[src/rtl/clk_div_pkg.sv]
`default_nettype none
// ============================================================================
//  Module   : clk_div_pkg
//  Brief    : Shared state encoding and defaults for the clock divider slice.
//  Revision : 1.0 - initial release
// ============================================================================
package clk_div_pkg;

    localparam int c_cnt_w_default = 8;
    localparam int c_default_half  = 4;

    typedef enum logic [1:0] {
        ST_STOP  = 2'b00,
        ST_RUN   = 2'b01,
        ST_DRAIN = 2'b10
    } state_t;

endpackage : clk_div_pkg
`default_nettype wire

[src/rtl/clk_div_core.sv]
`default_nettype none
// ============================================================================
//  Module   : clk_div_core
//  Brief    : Half-period counter, toggle flop, edge ticks and active ratio.
//  Revision : 1.0 - initial release
// ============================================================================
module clk_div_core
    import clk_div_pkg::*;
#(
    parameter int CNT_W        = c_cnt_w_default,
    parameter int DEFAULT_HALF = c_default_half
) (
    input  logic             clk_in,
    input  logic             reset,
    input  logic             clear,
    input  logic             cnt_en,
    input  logic             load_en,
    input  logic [CNT_W-1:0] load_half,
    output logic             term,
    output logic             clk_out,
    output logic             tick_rise,
    output logic             tick_fall,
    output logic [CNT_W-1:0] cur_half
);

    logic [CNT_W-1:0] r_count;
    logic [CNT_W-1:0] r_cur_half;
    logic             r_clk_out;
    logic             r_tick_rise;
    logic             r_tick_fall;

    // cur_half is never 0, so the subtraction cannot wrap
    assign term = (r_count == (r_cur_half - CNT_W'(1)));

    always_ff @(posedge clk_in) begin
        if (reset) begin
            r_count     <= '0;
            r_cur_half  <= CNT_W'(DEFAULT_HALF);
            r_clk_out   <= 1'b0;
            r_tick_rise <= 1'b0;
            r_tick_fall <= 1'b0;
        end else begin
            if (load_en) begin
                r_cur_half <= load_half;
            end
            r_tick_rise <= 1'b0;
            r_tick_fall <= 1'b0;
            if (clear) begin
                r_count   <= '0;
                r_clk_out <= 1'b0;
            end else if (cnt_en) begin
                if (term) begin
                    r_count     <= '0;
                    r_clk_out   <= ~r_clk_out;
                    r_tick_rise <= ~r_clk_out;
                    r_tick_fall <= r_clk_out;
                end else begin
                    r_count <= r_count + CNT_W'(1);
                end
            end
        end
    end

    assign clk_out   = r_clk_out;
    assign tick_rise = r_tick_rise;
    assign tick_fall = r_tick_fall;
    assign cur_half  = r_cur_half;

endmodule : clk_div_core
`default_nettype wire

[src/rtl/clk_div_ctrl.sv]
`default_nettype none
// ============================================================================
//  Module   : clk_div_ctrl
//  Brief    : Run/stop sequencing and ratio-change handshake for the divider.
//  Revision : 1.0 - initial release
// ============================================================================
module clk_div_ctrl
    import clk_div_pkg::*;
#(
    parameter int CNT_W        = c_cnt_w_default,
    parameter int DEFAULT_HALF = c_default_half
) (
    input  logic             clk_in,
    input  logic             reset,
    input  logic             en,
    input  logic             cfg_valid,
    input  logic [CNT_W-1:0] cfg_half,
    output logic             cfg_ready,
    output logic             cfg_err,
    output logic             clk_out,
    output logic             tick_rise,
    output logic             tick_fall,
    output logic             running,
    output logic [CNT_W-1:0] cur_half
);

    state_t           r_state;
    state_t           w_state_nxt;
    logic             r_pend_valid;
    logic [CNT_W-1:0] r_pend_half;
    logic             r_cfg_err;
    logic             w_xfer;
    logic             w_cfg_zero;
    logic             w_clear;
    logic             w_cnt_en;
    logic             w_load;
    logic             w_term;
    logic             w_clk_out;

    assign cfg_ready  = ~r_pend_valid;
    assign w_xfer     = cfg_valid & ~r_pend_valid;
    assign w_cfg_zero = (cfg_half == '0);

    always_ff @(posedge clk_in) begin
        if (reset) begin
            r_state      <= ST_STOP;
            r_pend_valid <= 1'b0;
            r_pend_half  <= '0;
            r_cfg_err    <= 1'b0;
        end else begin
            r_state   <= w_state_nxt;
            r_cfg_err <= w_xfer & w_cfg_zero;
            // load and accept are mutually exclusive: one needs pend_valid set, the other clear
            if (w_load) begin
                r_pend_valid <= 1'b0;
            end else if (w_xfer && !w_cfg_zero) begin
                r_pend_valid <= 1'b1;
                r_pend_half  <= cfg_half;
            end
        end
    end

    always_comb begin
        w_state_nxt = r_state;
        w_clear     = 1'b0;
        w_cnt_en    = 1'b0;
        w_load      = 1'b0;
        case (r_state)
            ST_STOP: begin
                w_clear = 1'b1;
                w_load  = r_pend_valid;
                if (en) begin
                    w_state_nxt = ST_RUN;
                end
            end
            ST_RUN: begin
                w_cnt_en = 1'b1;
                w_load   = r_pend_valid & w_term & w_clk_out;
                if (!en) begin
                    w_state_nxt = ST_DRAIN;
                end
            end
            ST_DRAIN: begin
                w_cnt_en = 1'b1;
                // ratio may change at the high->low boundary or at the final low edge
                w_load   = r_pend_valid & w_term & (w_clk_out | ~en);
                if (en) begin
                    w_state_nxt = ST_RUN;
                end else if (w_term && !w_clk_out) begin
                    w_state_nxt = ST_STOP;
                    w_clear     = 1'b1;
                end
            end
            default: begin
                w_state_nxt = ST_STOP;
            end
        endcase
    end

    clk_div_core #(
        .CNT_W        (CNT_W),
        .DEFAULT_HALF (DEFAULT_HALF)
    ) u_core (
        .clk_in    (clk_in),
        .reset     (reset),
        .clear     (w_clear),
        .cnt_en    (w_cnt_en),
        .load_en   (w_load),
        .load_half (r_pend_half),
        .term      (w_term),
        .clk_out   (w_clk_out),
        .tick_rise (tick_rise),
        .tick_fall (tick_fall),
        .cur_half  (cur_half)
    );

    assign clk_out = w_clk_out;
    assign cfg_err = r_cfg_err;
    assign running = (r_state != ST_STOP);

endmodule : clk_div_ctrl
`default_nettype wire

[config.mk]
export PLATFORM = sky130hd
export DESIGN_NAME = clk_div_ctrl
export DESIGN_NICKNAME = d
export VERILOG_FILES = /design/src/rtl/clk_div_pkg.sv /design/src/rtl/clk_div_core.sv /design/src/rtl/clk_div_ctrl.sv
export SDC_FILE = /design/constraint.sdc
export NUM_CORES = 1
export LEC_CHECK = 0
export CAP_MARGIN = 20
export CORE_ASPECT_RATIO = 1.4
export CORE_UTILIZATION = 50
export DETAILED_ROUTE_END_ITERATION = 6
export GPL_TIMING_DRIVEN = 0
export PLACE_DENSITY_LB_ADDON = 0.12
export SLEW_MARGIN = 20
export SYNTH_ARGS = -nofsm -noshare
export SYNTH_HDL_FRONTEND = slang
export SYNTH_SLANG_ARGS = --single-unit
[constraint.sdc]
create_clock -name clk_in -period 3.8 [get_ports clk_in]
set_input_delay 0.38 -clock clk_in [delete_from_list [all_inputs] [get_ports clk_in]]
set_output_delay 0.38 -clock clk_in [all_outputs]
set_load 0.01 [all_outputs]
# Yosys cells after proc, flatten, opt, wreduce, memory -nomap -nowiden
# Cells that the tools add are included.
dict set report word_totals {
  register_bits 31
  out_inout_bits 14
  wordCells 54
}
dict set report classes {
  add_sub_neg 2
  n_eq_ne 6
  n_mux 11
  bitwise_logic 12
  n_reduce_logical 14
}
# cell n
set ops {}
lappend ops {{adder 8 x 1 -> 8 bit (second input constant)} 1}
lappend ops {{equality test 8 bit} 1}
lappend ops {{zero test 8 bit} 1}
lappend ops {{two-way mux 2 bit} 4}
lappend ops {{two-way mux 8 bit} 1}
lappend ops {{subtractor 8 x 1 -> 8 bit (second input constant)} 1}
lappend ops {{NOT 1 bit} 6}
lappend ops {{case mux 2 bit (3 select lines)} 1}
lappend ops {{OR reduction 2 bit} 3}
lappend ops {{bitwise AND 1 bit} 5}
lappend ops {{inequality test 2 bit (second input constant)} 2}
lappend ops {{AND reduction 2 bit} 2}
lappend ops {{OR reduction 4 bit} 1}
lappend ops {{two-way mux 1 bit} 3}
lappend ops {{inequality test 3 bit (second input constant)} 1}
lappend ops {{case mux 1 bit (3 select lines)} 1}
lappend ops {{AND reduction 3 bit} 1}
lappend ops {{equality test 2 x 1 -> 1 bit (second input constant)} 1}
lappend ops {{equality test 2 bit (second input constant)} 1}
lappend ops {{logical AND 1 bit} 2}
lappend ops {{zero test 1 bit} 2}
lappend ops {{zero test 2 bit} 1}
lappend ops {{case mux 1 bit (2 select lines)} 1}
lappend ops {{nonzero test 2 bit} 1}
lappend ops {{bitwise OR 1 bit} 1}

# Logic depth before layout (Yosys ltp)
dict set report logic_depth {
  word_depth 7
  depth_mapped 9
}

# By module
# From an unflattened synthesis, not the netlist that was laid out.
dict set report hier_totals {
  cells_unflattened 170
  hier_area_um2 1624.1
}
# mod instances cells_per_inst area_each_um2
set by_module_without_submodules {}
lappend by_module_without_submodules {clk_div_core 1 107 1017.2}
lappend by_module_without_submodules {clk_div_ctrl 1 63 606.8}

# Least setup slack after synthesis
# No wires, ideal clock.
dict set report synth_timing {
  path_kind {reg-to-reg}
  startpoint {reg u_core.r_cur_half[0], in the netlist u_core.cur_half[0]}
  endpoint {reg u_core.r_cur_half[0], in the netlist u_core.cur_half[0]}
  arrival_ps 2124
  t_required_ps 3728
  path_slack_ps 1604
  path_stages_with_launch 10
  n_path_buf 0
  synth_period_minus_slack_ps 2196
  cell_sequence {dfxtp_1 > inv_1 > ha_1 > xor2_1 > nor2_1 > a21oi_1 > a2111oi_4 > nand2_1 > o32ai_4 > mux2i_1}
}
dict set report synth_between {
  elab_chain_len 5
  elab_cells_between_ends 6
}
# item line
set synth_rtl {}
lappend synth_rtl {{start: declaration} clk_div_core.sv:27} ;# logic [CNT_W-1:0] r_cur_half;
lappend synth_rtl {{start signal: assignment} clk_div_core.sv:38} ;# r_cur_half <= CNT_W'(DEFAULT_HALF);
lappend synth_rtl {{start signal: assignment} clk_div_core.sv:44} ;# r_cur_half <= load_half;
lappend synth_rtl {{subtractor 8 x 1 -> 8 bit *} clk_div_core.sv:33} ;# assign term = (r_count == (r_cur_half - CNT_W'(1)));
lappend synth_rtl {{equality test 8 bit *} clk_div_core.sv:33}
lappend synth_rtl {{bitwise AND 1 bit *} {clk_div_ctrl.sv:78, clk_div_ctrl.sv:86}}
lappend synth_rtl {{bitwise AND 1 bit, on equally long branches} {clk_div_ctrl.sv:86, clk_div_ctrl.sv:78}}
lappend synth_rtl {{case mux 1 bit (3 select lines) *} clk_div_ctrl.sv:68} ;# case (r_state)
# Mark *: on every way between the ends. The rest lies on a longest branch, timed or not.
# A chain may end at the register's enable or synchronous reset.

# Worst setup path after layout
dict set report layout_timing {
  startpoint {reg u_core.r_cur_half[0], in the netlist u_core.cur_half[0]}
  endpoint {reg u_core.r_cur_half[5], in the netlist u_core.cur_half[5]}
}
# The elaborated chain is that of the path after synthesis.

==> run summary <==
Run status - complete, no violations
Count of endpoints failing hold in the final timing report - 0
Ant diodes - 0
Hold buffer count at CTS - 0
Total number of vias - 1,414
Routed wire per std cell - 13.14 µm
Required arrival time at the worst endpoint - 4.01 ns
Die Span X - 51.40 µm
DRC violation count after routing - 0
TNS Setup - 0 ns
HP Class - register to register
Worst Setup EP - u_core.cur_half[5]
Starting DRT DRC Count - 29
Die Ht - 71.15 µm
Chain of cells forming the critical path - inv_1 > ha_1 > xor2_1 > nor2_1 > a21oi_1 > a2111oi_4 > nand2_1 > o32ai_4 > mux2i_1
Post-Syn Instances - 190
Worst path slowest cell - dfxtp_1
Remaining global-route overflow - 0
Area contributors post-synth - dfxtp_1 (36%), mux2i_1 (10%), ha_1 (5.1%)
Pwr dens - 485.7 mW/mm²
Cell chosen for the clock root - clkbuf_8
Leakage power summed over all cells - 0.8047 nW
Post-CTS Setup Bufs - 0
Total detailed-routing wirelength - 3442 µm
Final Wtd Congestion - 0.8413
Setup repair after global routing missed its margin - false
Highest achievable clock rate - 412.3 MHz
CP Max Fanout - 8
Net count reported at finish - 241
Worst slew margin relative to its limit - 58.56%
Share of the clock period used by the worst path after layout - 63.83%
Critical path arrival - 2.64 ns
Placed Cells - 254
Crit Path Category - register to register
Post-Synthesis Cell Area - 0.001708 mm²
Footprint of the multi-input gates - 0.001018 mm²
Critical path launch point type - register
Later-pin clock latency in the skew report - 0.28 ns
Worst reg-to-reg setup slack - 1.37 ns
Syn. warnings - 0
Max Clock Skew - 0.006194 ns
FF-to-FF Start - u_core.cur_half[0]
Initial antenna violation count - 0
Longest Clk Path Bufs - 2
Vias/cell - 5.397
Worst IR drop on VDD - 0.3511 mV
Number of max-cap violations - 0
Crit-path max cell delay - 0.43 ns
Synth Net Count - 209
Power after layout - 1.032 mW
Number of iterations in the first detailed-routing pass - 4
Logic depth of the worst register-to-register path - 9
Post-Layout Cell Count - 262
Full die area - 0.003657 mm²
Proportion of layout cells with a drive suffix above 1 - 8.969%
Synth unique cells - 36
Number of buffers created by CTS - 5
Worst-margin pin slew - 0.6216 ns
FFs w/ async S/R, synth - 0%
Final Critical Period - 2.425 ns
Global Route Usage Sum - 21.00%
Sequential share of the synthesized area - 36.34%
# IOs - 26
Cell Rows - 24
Pins over their slew limit - 0
Post-synthesis register bit count - 31
Largest net degree at the start of global routing - 11
Max H-tree Level - 2
Avg Cell Area, Syn - 8.989 µm²
Area delta synth->final - 24.40%
Finish-stage setup viols - 0
Area of all sequential standard cells - 620.6 µm²
Global-route wire length before repair - 5809 µm
DP Wirelength - 2734 µm
Destination of the worst register-to-register timing path - u_core.cur_half[5]
Count of flip-flops with a built-in enable after synthesis - 0
Synth area leader - dfxtp_1
Leading register cell type out of synthesis - dfxtp_1
PostCTS Resize Cnt - 0
Launch point of the worst hold path - r_pend_half[3]
# clock sinks - 31
Top-area cell type share of the netlist area - 36.34%
Effective utilization at floorplan - 53.66%
TritonCTS clock tree - done
Worst setup path startpoint - u_core.cur_half[0]
Kind of capture point of the worst setup path - register
Port Buffers - 25
Placeable core area - 0.003183 mm²
CTS clock-pin slew for the worst setup and hold paths - 0.07 ns
Layout filler cell count - 284
DRT antenna net count - 0
Via count of the first global-routing pass - 1,369
[where the power goes]
| group | internal, mW | leakage, nW | switching (mW) |
|---|---|---|---|
| Sequential | 0.352 | 0.252 | 0.0303 |
| Clock | 0.212 | 0.0612 | 0.120 |
| Combinational | 0.150 | 0.492 | 0.168 |
[cells in the final DEF, fill, tap and decap left out, drive strengths merged, types with 2 or more instances in the layout]
master         netlist  final
dfxtp               31     31
clkdlybuf4s50        0     25
nor2                19     19
mux2i               17     17
nand2b              13     13
a21oi               12     12
clkbuf               4     10
inv                  9      9
xnor2                9      9
nand2                9      9
nand3                8      8
and2                 8      8
ha                   7      7
o21ai                6      6
xor2                 5      5
nor3                 4      4
and3                 3      3
nand4                3      3
nand3b               3      3
or4                  2      2
nand4b               2      2
or2b                 2      2
or2                  2      2
nor4                 2      2
[cell type report]
| type | count | share of cell area, % |
|---|---|---|
| clock inverter | 2 | 1.649 |
| tap | 39 | 2.297 |
| multi-input combinational | 144 | 47.94 |
| buffer | 6 | 1.649 |
| inverter | 9 | 1.590 |
| sequential | 31 | 29.21 |
| clock buffer | 6 | 3.887 |
| timing repair buffer | 25 | 11.78 |
[worst max-delay path, delay by kind of cell (launching register included)]
family          cells  cell delay (ns)
buf+inv             1             0.07
mux                 1             0.24
fa+ha+maj           1             0.26
flops               1             0.43
simple gates        2             0.33
xor+xnor            1             0.16
compound gates      3             0.84
[metal layers]
layer  vias up  GRT usage, %  part of all wire (%)
met5         -             0                     0
li1        720             -                     -
met2        27         38.53                    54
met3         4         6.667                   3.6
met1       663         22.18                    41
met4         0         6.006                   1.0
[worst min path at each step]
stage / cells after the start / endpoint
floorplan: 2 / u_core.cur_half[0]
global placement: 2 / u_core.cur_half[6]
detailed placement: 2 / u_core.cur_half[3]
CTS: 2 / u_core.cur_half[3]
global route: 2 / u_core.cur_half[3]
finish: 2 / u_core.cur_half[3]
[cells in the mapped netlist, types with 2 or more instances]
master and n:
a21oi_1 11, and2_1 6, and2_2 2, and3_1 3
clkbuf_1 4, dfxtp_1 31, ha_1 7, inv_1 9
mux2i_1 17, nand2_1 9, nand2b_1 13, nand3_1 7
nand3b_1 3, nand4_1 3, nand4b_1 2, nor2_1 19
nor3_1 4, nor4_1 2, o21ai_0 6, or2_2 2
or2b_2 2, or4_1 2, xnor2_1 9, xor2_1 5
[registers in the layout, indices dropped and copies added (netlist names)]
name / count
cfg_err: 1
r_pend_half: 8
r_pend_valid: 1
r_state: 2
u_core.clk_out: 1
u_core.cur_half: 8
u_core.r_count: 8
u_core.tick_fall: 1
u_core.tick_rise: 1
[through the flow]
step / utilization [%] / instance area (µm²) / worst slack (ns) / hold slack, ns
CTS: 66.75 / 2125 / 1.367 / 0.4824
floorplan: - / 1708 / 1.604 / 0.4514
detailed placement: 63.05 / 2007 / 1.382 / 0.4745
global placement: 63.05 / 2007 / 1.435 / 0.4674
global route: 66.75 / 2125 / 1.128 / 0.5067
finish: 66.75 / 2125 / 1.375 / 0.4745
[cells by family after synthesis]
logic type	synth area share (%)
AO/OA/AOI/OAI	10.04
XOR/XNOR	7.180
adder cells (fa/ha/maj)	5.128
buffers and inverters	4.029
flip-flops	36.34
multiplexers	9.963
AND/OR/NAND/NOR	27.33
(Power assumes the default switching activity.)
